## config.mk

```make
export PLATFORM = sky130hd
export DESIGN_NAME = alu_seq_ctrl
export DESIGN_NICKNAME = d
export VERILOG_FILES = /design/src/rtl/alu_seq_ctrl.sv
export SDC_FILE = /design/constraint.sdc
export NUM_CORES = 1
export LEC_CHECK = 0
export CAP_MARGIN = 20
export CORE_MARGIN = 1
export CORE_UTILIZATION = 35
export CTS_CLUSTER_SIZE = 25
export DETAILED_ROUTE_END_ITERATION = 8
export SLEW_MARGIN = 20
export SYNTH_ARGS = -nofsm -noshare
export SYNTH_HDL_FRONTEND = slang
export SYNTH_SLANG_ARGS = --single-unit
```

## constraint.sdc

```tcl
create_clock -name clk_i -period 2.7 [get_ports clk_i]
set_input_delay 0.54 -clock clk_i [delete_from_list [all_inputs] [get_ports clk_i]]
set_output_delay 0.54 -clock clk_i [all_outputs]
set_load 0.02 [all_outputs]
```

## src/rtl/alu_seq_ctrl.sv

```systemverilog
// Byte-serial multi-precision ALU sequencer: streams NUM_BYTES operand pairs LSB first and chains carry/borrow.
// Optional abort input is enabled by defining ALU_SEQ_ABORT_EN.
//   state | meaning
//   IDLE  | waiting for start_i; flags hold the last operation's outcome
//   RUN   | accepting operand byte pairs, one ALU step per handshake
//   DRAIN | last result byte waiting to be accepted, then done_o
module alu_seq_ctrl #(
  parameter int NUM_BYTES     = 4,
  parameter int CONTROL_WIDTH = 3
) (
  input  logic                     clk_i,
  input  logic                     rst_i,
  input  logic                     start_i,
  input  logic [CONTROL_WIDTH-1:0] op_i,
  input  logic [7:0]               a_byte_i,
  input  logic [7:0]               b_byte_i,
  input  logic                     byte_valid_i,
  output logic                     byte_ready_o,
  output logic [7:0]               result_byte_o,
  output logic                     result_valid_o,
  input  logic                     result_ready_i,
  output logic                     busy_o,
  output logic                     done_o,
  output logic                     carry_borrow_o,
  output logic [1:0]               status_flag_o
`ifdef ALU_SEQ_ABORT_EN
  ,
  input  logic                     abort_i
`endif
);

  localparam logic [CONTROL_WIDTH-1:0] OUTPUT_A         = CONTROL_WIDTH'(0);
  localparam logic [CONTROL_WIDTH-1:0] OUTPUT_B         = CONTROL_WIDTH'(1);
  localparam logic [CONTROL_WIDTH-1:0] OUTPUT_A_PLUS_B  = CONTROL_WIDTH'(2);
  localparam logic [CONTROL_WIDTH-1:0] OUTPUT_A_MINUS_B = CONTROL_WIDTH'(3);
  localparam logic [CONTROL_WIDTH-1:0] OUTPUT_A_AND_B   = CONTROL_WIDTH'(4);
  localparam logic [CONTROL_WIDTH-1:0] OUTPUT_A_OR_B    = CONTROL_WIDTH'(5);
  localparam logic [CONTROL_WIDTH-1:0] OUTPUT_A_XOR_B   = CONTROL_WIDTH'(6);
  localparam logic [CONTROL_WIDTH-1:0] OUTPUT_NOT_A     = CONTROL_WIDTH'(7);

  localparam logic [1:0] DEFAULT_FLAG  = 2'd0;
  localparam logic [1:0] ZERO_FLAG     = 2'd1;
  localparam logic [1:0] NEGATIVE_FLAG = 2'd2;
  localparam logic [1:0] OVERFLOW_FLAG = 2'd3;

  localparam int CNT_W = 3;

  typedef enum logic [1:0] {IDLE, RUN, DRAIN} state_t;

  state_t                   state_q, state_d;
  logic [CONTROL_WIDTH-1:0] op_q;
  logic                     carry_q;
  logic [CNT_W-1:0]         cnt_q;
  logic                     zero_q;
  logic [7:0]               result_q;
  logic                     rvalid_q;
  logic                     done_q;
  logic                     cb_q;
  logic [1:0]               flag_q;

  logic       abort_act;
  logic       hs_in, hs_out, last_byte;
  logic       do_start, load_byte, finish, abort_hit;
  logic [8:0] sum9, diff9;
  logic [7:0] alu_res;
  logic       alu_cout;

`ifdef ALU_SEQ_ABORT_EN
  assign abort_act = abort_i;
`else
  assign abort_act = 1'b0;
`endif

  assign byte_ready_o   = (state_q == RUN) && (!rvalid_q || result_ready_i);
  assign hs_in          = byte_valid_i && byte_ready_o;
  assign hs_out         = rvalid_q && result_ready_i;
  assign last_byte      = (cnt_q == CNT_W'(NUM_BYTES - 1));
  assign result_byte_o  = result_q;
  assign result_valid_o = rvalid_q;
  assign busy_o         = (state_q == RUN) || (state_q == DRAIN);
  assign done_o         = done_q;
  assign carry_borrow_o = cb_q;
  assign status_flag_o  = flag_q;

  // The carry register is cleared at start, so byte 0 naturally sees carry-in 0.
  assign sum9  = {1'b0, a_byte_i} + {1'b0, b_byte_i} + {8'd0, carry_q};
  assign diff9 = {1'b0, a_byte_i} - {1'b0, b_byte_i} - {8'd0, carry_q};

  always_comb begin
    alu_res  = 8'h00;
    alu_cout = 1'b0;
    case (op_q)
      OUTPUT_A:         alu_res = a_byte_i;
      OUTPUT_B:         alu_res = b_byte_i;
      OUTPUT_A_PLUS_B:  begin alu_res = sum9[7:0];  alu_cout = sum9[8];  end
      OUTPUT_A_MINUS_B: begin alu_res = diff9[7:0]; alu_cout = diff9[8]; end
      OUTPUT_A_AND_B:   alu_res = a_byte_i & b_byte_i;
      OUTPUT_A_OR_B:    alu_res = a_byte_i | b_byte_i;
      OUTPUT_A_XOR_B:   alu_res = a_byte_i ^ b_byte_i;
      OUTPUT_NOT_A:     alu_res = ~a_byte_i;
      default:          alu_res = 8'h00;
    endcase
  end

  always_ff @(posedge clk_i or posedge rst_i) begin
    if (rst_i) state_q <= IDLE;
    else       state_q <= state_d;
  end

  always_comb begin
    state_d   = state_q;
    do_start  = 1'b0;
    load_byte = 1'b0;
    finish    = 1'b0;
    abort_hit = 1'b0;
    case (state_q)
      IDLE: begin
        if (start_i) begin
          do_start = 1'b1;
          state_d  = RUN;
        end
      end
      RUN: begin
        if (abort_act) begin
          abort_hit = 1'b1;
          state_d   = IDLE;
        end else if (hs_in) begin
          load_byte = 1'b1;
          if (last_byte) state_d = DRAIN;
        end
      end
      DRAIN: begin
        if (abort_act) begin
          abort_hit = 1'b1;
          state_d   = IDLE;
        end else if (hs_out) begin
          finish  = 1'b1;
          state_d = IDLE;
        end
      end
      default: state_d = IDLE;
    endcase
  end

  always_ff @(posedge clk_i or posedge rst_i) begin
    if (rst_i) begin
      op_q     <= '0;
      carry_q  <= 1'b0;
      cnt_q    <= '0;
      zero_q   <= 1'b1;
      result_q <= 8'h00;
      rvalid_q <= 1'b0;
      done_q   <= 1'b0;
      cb_q     <= 1'b0;
      flag_q   <= DEFAULT_FLAG;
    end else begin
      done_q <= 1'b0;
      if (do_start) begin
        op_q    <= op_i;
        carry_q <= 1'b0;
        cnt_q   <= '0;
        zero_q  <= 1'b1;
        cb_q    <= 1'b0;
        flag_q  <= DEFAULT_FLAG;
      end
      if (abort_hit) begin
        rvalid_q <= 1'b0;
        cb_q     <= 1'b0;
        flag_q   <= DEFAULT_FLAG;
      end else begin
        if (load_byte) begin
          result_q <= alu_res;
          rvalid_q <= 1'b1;
          carry_q  <= ((op_q == OUTPUT_A_PLUS_B) || (op_q == OUTPUT_A_MINUS_B)) ? alu_cout : 1'b0;
          zero_q   <= zero_q && (alu_res == 8'h00);
          cnt_q    <= cnt_q + CNT_W'(1);
        end else if (hs_out) begin
          rvalid_q <= 1'b0;
        end
        if (finish) begin
          cb_q   <= carry_q;
          done_q <= 1'b1;
          if ((op_q == OUTPUT_A_PLUS_B) && carry_q)       flag_q <= OVERFLOW_FLAG;
          else if ((op_q == OUTPUT_A_MINUS_B) && carry_q) flag_q <= NEGATIVE_FLAG;
          else if (zero_q)                                flag_q <= ZERO_FLAG;
          else                                            flag_q <= DEFAULT_FLAG;
        end
      end
    end
  end

endmodule

```

**Word level (Yosys, flattened, before mapping)**

Index checks and enable logic that the tools add are counted.

- Register bits: 23
- Bits of input ports: 24
- Output and inout bits: 15
- Logic and storage cells: 79

- Reductions and logical operators: 17
- Multiplexer cells: 29
- Equal/unequal tests: 14
- Add/sub/neg operators: 5
- Bitwise gates (word level): 4

Operator list:

| cell | count |
|---|---|
| $pmux W8 S8 | 1 |
| $mux W1 | 16 |
| $mux W2 | 8 |
| $eq A3 B3 Y1 const B | 4 |
| $add A8 B8 Y9 | 1 |
| $add A9 B1 Y9 | 1 |
| $eq A3 B2 Y1 const B | 3 |
| $sub A8 B8 Y9 | 1 |
| $sub A9 B1 Y9 | 1 |
| $and A8 B8 Y8 | 1 |
| $logic_not A8 Y1 | 1 |
| $ne A2 B2 Y1 const B | 4 |
| $not A8 Y8 | 1 |
| $or A8 B8 Y8 | 1 |
| $xor A8 B8 Y8 | 1 |
| $logic_and A1 B1 Y1 | 6 |
| $mux W3 | 2 |
| $pmux W2 S3 | 1 |
| $reduce_bool A2 Y1 | 3 |
| $reduce_and A4 Y1 | 1 |
| $add A3 B1 Y3 const B | 1 |
| $eq A3 B1 Y1 const B | 1 |
| $logic_not A3 Y1 | 1 |
| $logic_or A1 B1 Y1 | 3 |
| 5 further kinds | 5 |

**Longest topological paths before layout**

Gate-level depths: netlist of the first run.

- Depth in word-level cells: 7
- Mapped depth: 11

**Least setup slack after synthesis of the first run**

Ideal clock, no wire load.

- Path type: input -> register
- From: input port b_byte_i[0]
- To: register zero_q
- Path buffers: 0
- Setup time: 97 ps
- Slack: 73 ps
- Required time: 2603 ps
- Stages: 9
- Data arrival time: 2530 ps
- Cell sequence: inv_1 fa_1 fa_1 o21ai_1 a22oi_1 xor2_1 a221oi_1 a21oi_1 o41ai_2

- Cells in the longest elaborated chain, start to end: 6
- Elaborated cells between the ends (all ways): 11

RTL lines:

| element | RTL line | RTL |
|---|---|---|
| start, declared | 16 | `input logic [7:0] b_byte_i,` |
| $sub A8 B8 Y9 / $add A8 B8 Y9 (equally long branches) | 87, 86 |  |
| $sub A9 B1 Y9 / $add A9 B1 Y9 (equally long branches) | 87, 86 |  |
| $pmux W8 S8 * | 92 | `case (op_q)` |
| $logic_not A8 Y1 * | 175 | `zero_q <= zero_q && (alu_res == 8'h00);` |
| $logic_and A1 B1 Y1 * | 175 |  |
| $mux W1 * | 171 | `if (load_byte) begin` |
| end signal, assigned | 175 |  |
| end, declared | 54 | `logic zero_q;` |

Mark *: on every way between the ends. The rest lies on a longest branch, timed or not.
A chain may end at the register's enable or synchronous reset.

**Final worst setup path of the first run**

- From: input port b_byte_i[4]
- To: register zero_q

Same word-level chain as after synthesis.

==> flow_summary.ini, run 1 <==
[critical_path]
r2r-end = zero_q
r2r_cells = 10
setup.worst_path.class = primary input to flop
crit_fanout = 5
critPathCaptureType = flop
startpoint_type = primary input
startpoint = b_byte_i[4]
worstReg2RegStart = carry_q
critPathArrivalTime_ps = 2810
crit_path_end = zero_q
reg2reg_slack_ps = 100
required_ps = 2880

[clock_network]
clkTransAtPathRegs_ps = 90
cts_tree = yes
cts.sinks = 23
root_buffer = clkbuf_8
htreeDepth = 1
clk-insertion-delay-late_ps = 270
cts_made_buffers = 3
clock_path_buffers = 2
hold_buffers = 0

[timing]
tightest_slew_ps = 518
drv_slew = 0
fin_skew_ps = 3.47
min_period_ps = 2640
hold_viol = 0
max_clock_freq_ghz = 0.379
slew_headroom_pct = 65.3
finalSetupViolations = 0
holdWs_ps = 501
period_share_pct = 97.7
rsz0062_at_grt = true

[layout]
diodes = 0
area_delta_synth_final_pct = 45.3
final_area_mm2 = 0.00370
drive_above_1_share_pct = 30.2
final_cells = 493
final_nets = 462

[floorplanning]
fp-row-count = 30
initial_core_util_pct = 36.9
die_y_um = 87.3
ios = 39
dieArea_mm2 = 0.00763
core_mm2 = 0.00691
die_x_um = 87.3

[synthesis]
syn_nets = 375
syn-instance-count = 311
seq_area_frac_synth_pct = 22.6
ys_types = 52
syn_avg_cell_area_um2 = 8.20
synth-edff-count = 0
synth-seq-cells = 23
async_flop_share_pct = 100
synth-warning-count = 0
syn-cell-area_mm2 = 0.00255
synthFlopType = dfrtp_1

[grt]
grt_pass1_wl_mm = 10.8
grtUsageTotal_pct = 17.7
grt_pass1_vias = 2313
grt-ovfl-total = 0
antenna_found_initial = 0
grt_max_degree = 24

[routing]
drtIter0Drc = 89
drtAntennaViolNets = 0
drcViolationCount = 0
wl_per_cell_um = 13.4
drt_first_pass_iters = 4
via_per_inst = 4.96
num_vias = 2443
wl_mm = 6.62

[placed_design]
portBuffers = 38
dp_cells = 486
placed_area_mm2 = 0.00338
gp_congestion = 0.891
place_hpwl_mm = 5.20

[power]
power.leakage_uw = 0.00171
powerDensity_mw_per_mm2 = 776
peakVddDrop_v = 0.000308

[run_status]
outcome = finished, final reports clean

[flow_run]
timing.max_cap.violations = 0

[min_path]
hold_path.class = flop to flop
[stage by stage]
| step | setup slack (ps) | setup TNS [ps] | total power, uW | util (%) |
|---|---|---|---|---|
| after floorplan | 72.8 | 0 | 1820 | - |
| after global placement | -567 | -3910 | 2440 | 48.9 |
| after detailed placement | -617 | -4180 | 2460 | 48.9 |
| after CTS | -12.6 | -12.6 | 2770 | 52.1 |
| after global routing | -25.7 | -25.7 | 3110 | 53.6 |
| final | 63.4 | 0 | 2870 | 53.6 |
[Yosys cell counts, types with 3 or more instances]
| cell type | instances | share of area [%] |
|---|---|---|
| mux4_2 | 3 | 2.7 |
| buf_4 | 3 | 0.88 |
| nor3_1 | 6 | 1.2 |
| nor2_1 | 17 | 2.5 |
| a21o_1 | 4 | 1.2 |
| nor2b_1 | 4 | 0.98 |
| o21ai_0 | 19 | 3.7 |
| nand2_1 | 37 | 5.4 |
| buf_2 | 3 | 0.59 |
| fa_1 | 4 | 3.1 |
| mux2_2 | 7 | 3.1 |
| a21oi_1 | 16 | 3.1 |
| nand3_1 | 8 | 1.6 |
| mux2i_1 | 6 | 2.4 |
| a221oi_1 | 4 | 1.4 |
| dfrtp_1 | 22 | 22 |
| clkbuf_1 | 5 | 0.74 |
| a211oi_1 | 3 | 0.88 |
| nand2b_1 | 5 | 1.2 |
| inv_1 | 37 | 5.4 |
| xnor2_1 | 5 | 1.7 |
| o22ai_1 | 3 | 0.74 |
| ha_1 | 36 | 18 |
| o21ai_1 | 14 | 2.7 |
| xor2_1 | 4 | 1.4 |
[registers in the layout, indices dropped and copies added, names as in the netlist, 2 cells and up]
signal / cells
result_byte_o: 8
op_q: 3
cnt_q: 3
state_q: 2
status_flag_o: 2
[what timing repair did]
item,4_1_cts,5_1_grt
setup buffers,3,0
setup endpoints to repair,8,6
cloned,0,0
pin swaps,15,9
gates resized for setup,25,36
[final cells by class]
cell class,instances,area [um2]
Fill cell,679,3200
Tap cell,96,120
Timing Repair Buffer,95,820
Clock buffer,3,41.3
Multi-Input combinational cell,236,1990
Inverter,39,146
Clock inverter,1,7.51
Sequential cell,23,577
[worst min path at each step]
stage	startpoint	endpoint	slack, ps	cells after the start
after floorplan	cnt_q[0]	cnt_q[0]	450	1
after global placement	cnt_q[0]	cnt_q[0]	470	1
after detailed placement	cnt_q[0]	cnt_q[0]	490	1
after CTS	cnt_q[0]	cnt_q[0]	500	1
after global routing	status_flag_o[0]	status_flag_o[0]	540	2
final	cnt_q[0]	cnt_q[0]	500	1
[metal layers]
layer | track usage [%] | up-vias | share of wire [%]
met5 | 0 | - | 0
met4 | 1.94 | 0 | 0.68
met3 | 1.99 | 6 | 3.0
met2 | 31.3 | 48 | 49
met1 | 23.8 | 1140 | 48
li1 | - | 1249 | -
[logic make-up (layout without fill, tap and decap cells)]
logic type               after synthesis  after routing  synth area share (%)
multiplexers                          16             16                  8.10
flip-flops                            23             23                  22.6
XOR/XNOR                               9              9                  3.09
buffers and inverters                 52            138                  8.84
AND/OR/NAND/NOR                       87             87                  15.6
adder cells (fa/ha/maj)               40             40                  20.8
AO/OA/AOI/OAI                         84             84                  21.0
[cell usage in the layout, fill, tap and decap left out, types with 3 or more instances in the layout]
master | netlist | layout
a21o_1 | 4 | 4
a21oi_1 | 16 | 16
a221oi_2 | 0 | 3
buf_4 | 3 | 56
clkbuf_8 | 0 | 3
clkdlybuf4s50_1 | 0 | 29
dfrtp_1 | 22 | 22
dlymetal6s2s_1 | 0 | 7
fa_2 | 0 | 3
ha_1 | 36 | 23
ha_4 | 0 | 12
inv_1 | 37 | 24
inv_2 | 1 | 14
mux2_2 | 7 | 7
mux2i_1 | 6 | 6
mux4_2 | 3 | 3
nand2_1 | 37 | 36
nand2b_1 | 5 | 5
nand3_1 | 8 | 8
nor2_1 | 17 | 17
nor2b_1 | 4 | 4
nor3_1 | 6 | 4
o21ai_0 | 19 | 18
o21ai_1 | 14 | 13
o22ai_1 | 3 | 3
xnor2_1 | 5 | 4
xor2_1 | 4 | 4
[power breakdown]
part           switching (uW)  internal [uW]  leakage [uW]  total [uW]
sequential                128            477      0.000292         605
combinational            1050            994       0.00139        2050
clock                     115            104     0.0000217         219
[worst max-delay path, cell delays in order]
cell	delay, ps
clkdlybuf4s50_1	490
inv_2	60
ha_4	220
buf_4	150
mux4_2	460
nand2_2	100
o21ai_1	90
a31o_1	200
o32a_1	180
o41ai_2	330
Power figures use the tool's default switching activity.
==> run 2: changes to the inputs <==
--- a/config.mk
+++ b/config.mk
@@ -8,6 +8,7 @@
 export CAP_MARGIN = 20
 export CORE_MARGIN = 1
 export CORE_UTILIZATION = 35
+export CTS_BUF_LIST = sky130_fd_sc_hd__clkbuf_8
 export CTS_CLUSTER_SIZE = 25
 export DETAILED_ROUTE_END_ITERATION = 8
 export SLEW_MARGIN = 20
==> results of run 2 <==
Final layout, timing and power as in run 1 (identical DEF).
==> run 3: changes to the inputs <==
--- a/config.mk
+++ b/config.mk
@@ -9,7 +9,6 @@
 export CORE_MARGIN = 1
 export CORE_UTILIZATION = 35
 export CTS_BUF_LIST = sky130_fd_sc_hd__clkbuf_8
-export CTS_CLUSTER_SIZE = 25
 export DETAILED_ROUTE_END_ITERATION = 8
 export SLEW_MARGIN = 20
 export SYNTH_ARGS = -nofsm -noshare
==> results of run 3 <==
Final layout, timing and power as in run 1 (identical DEF).
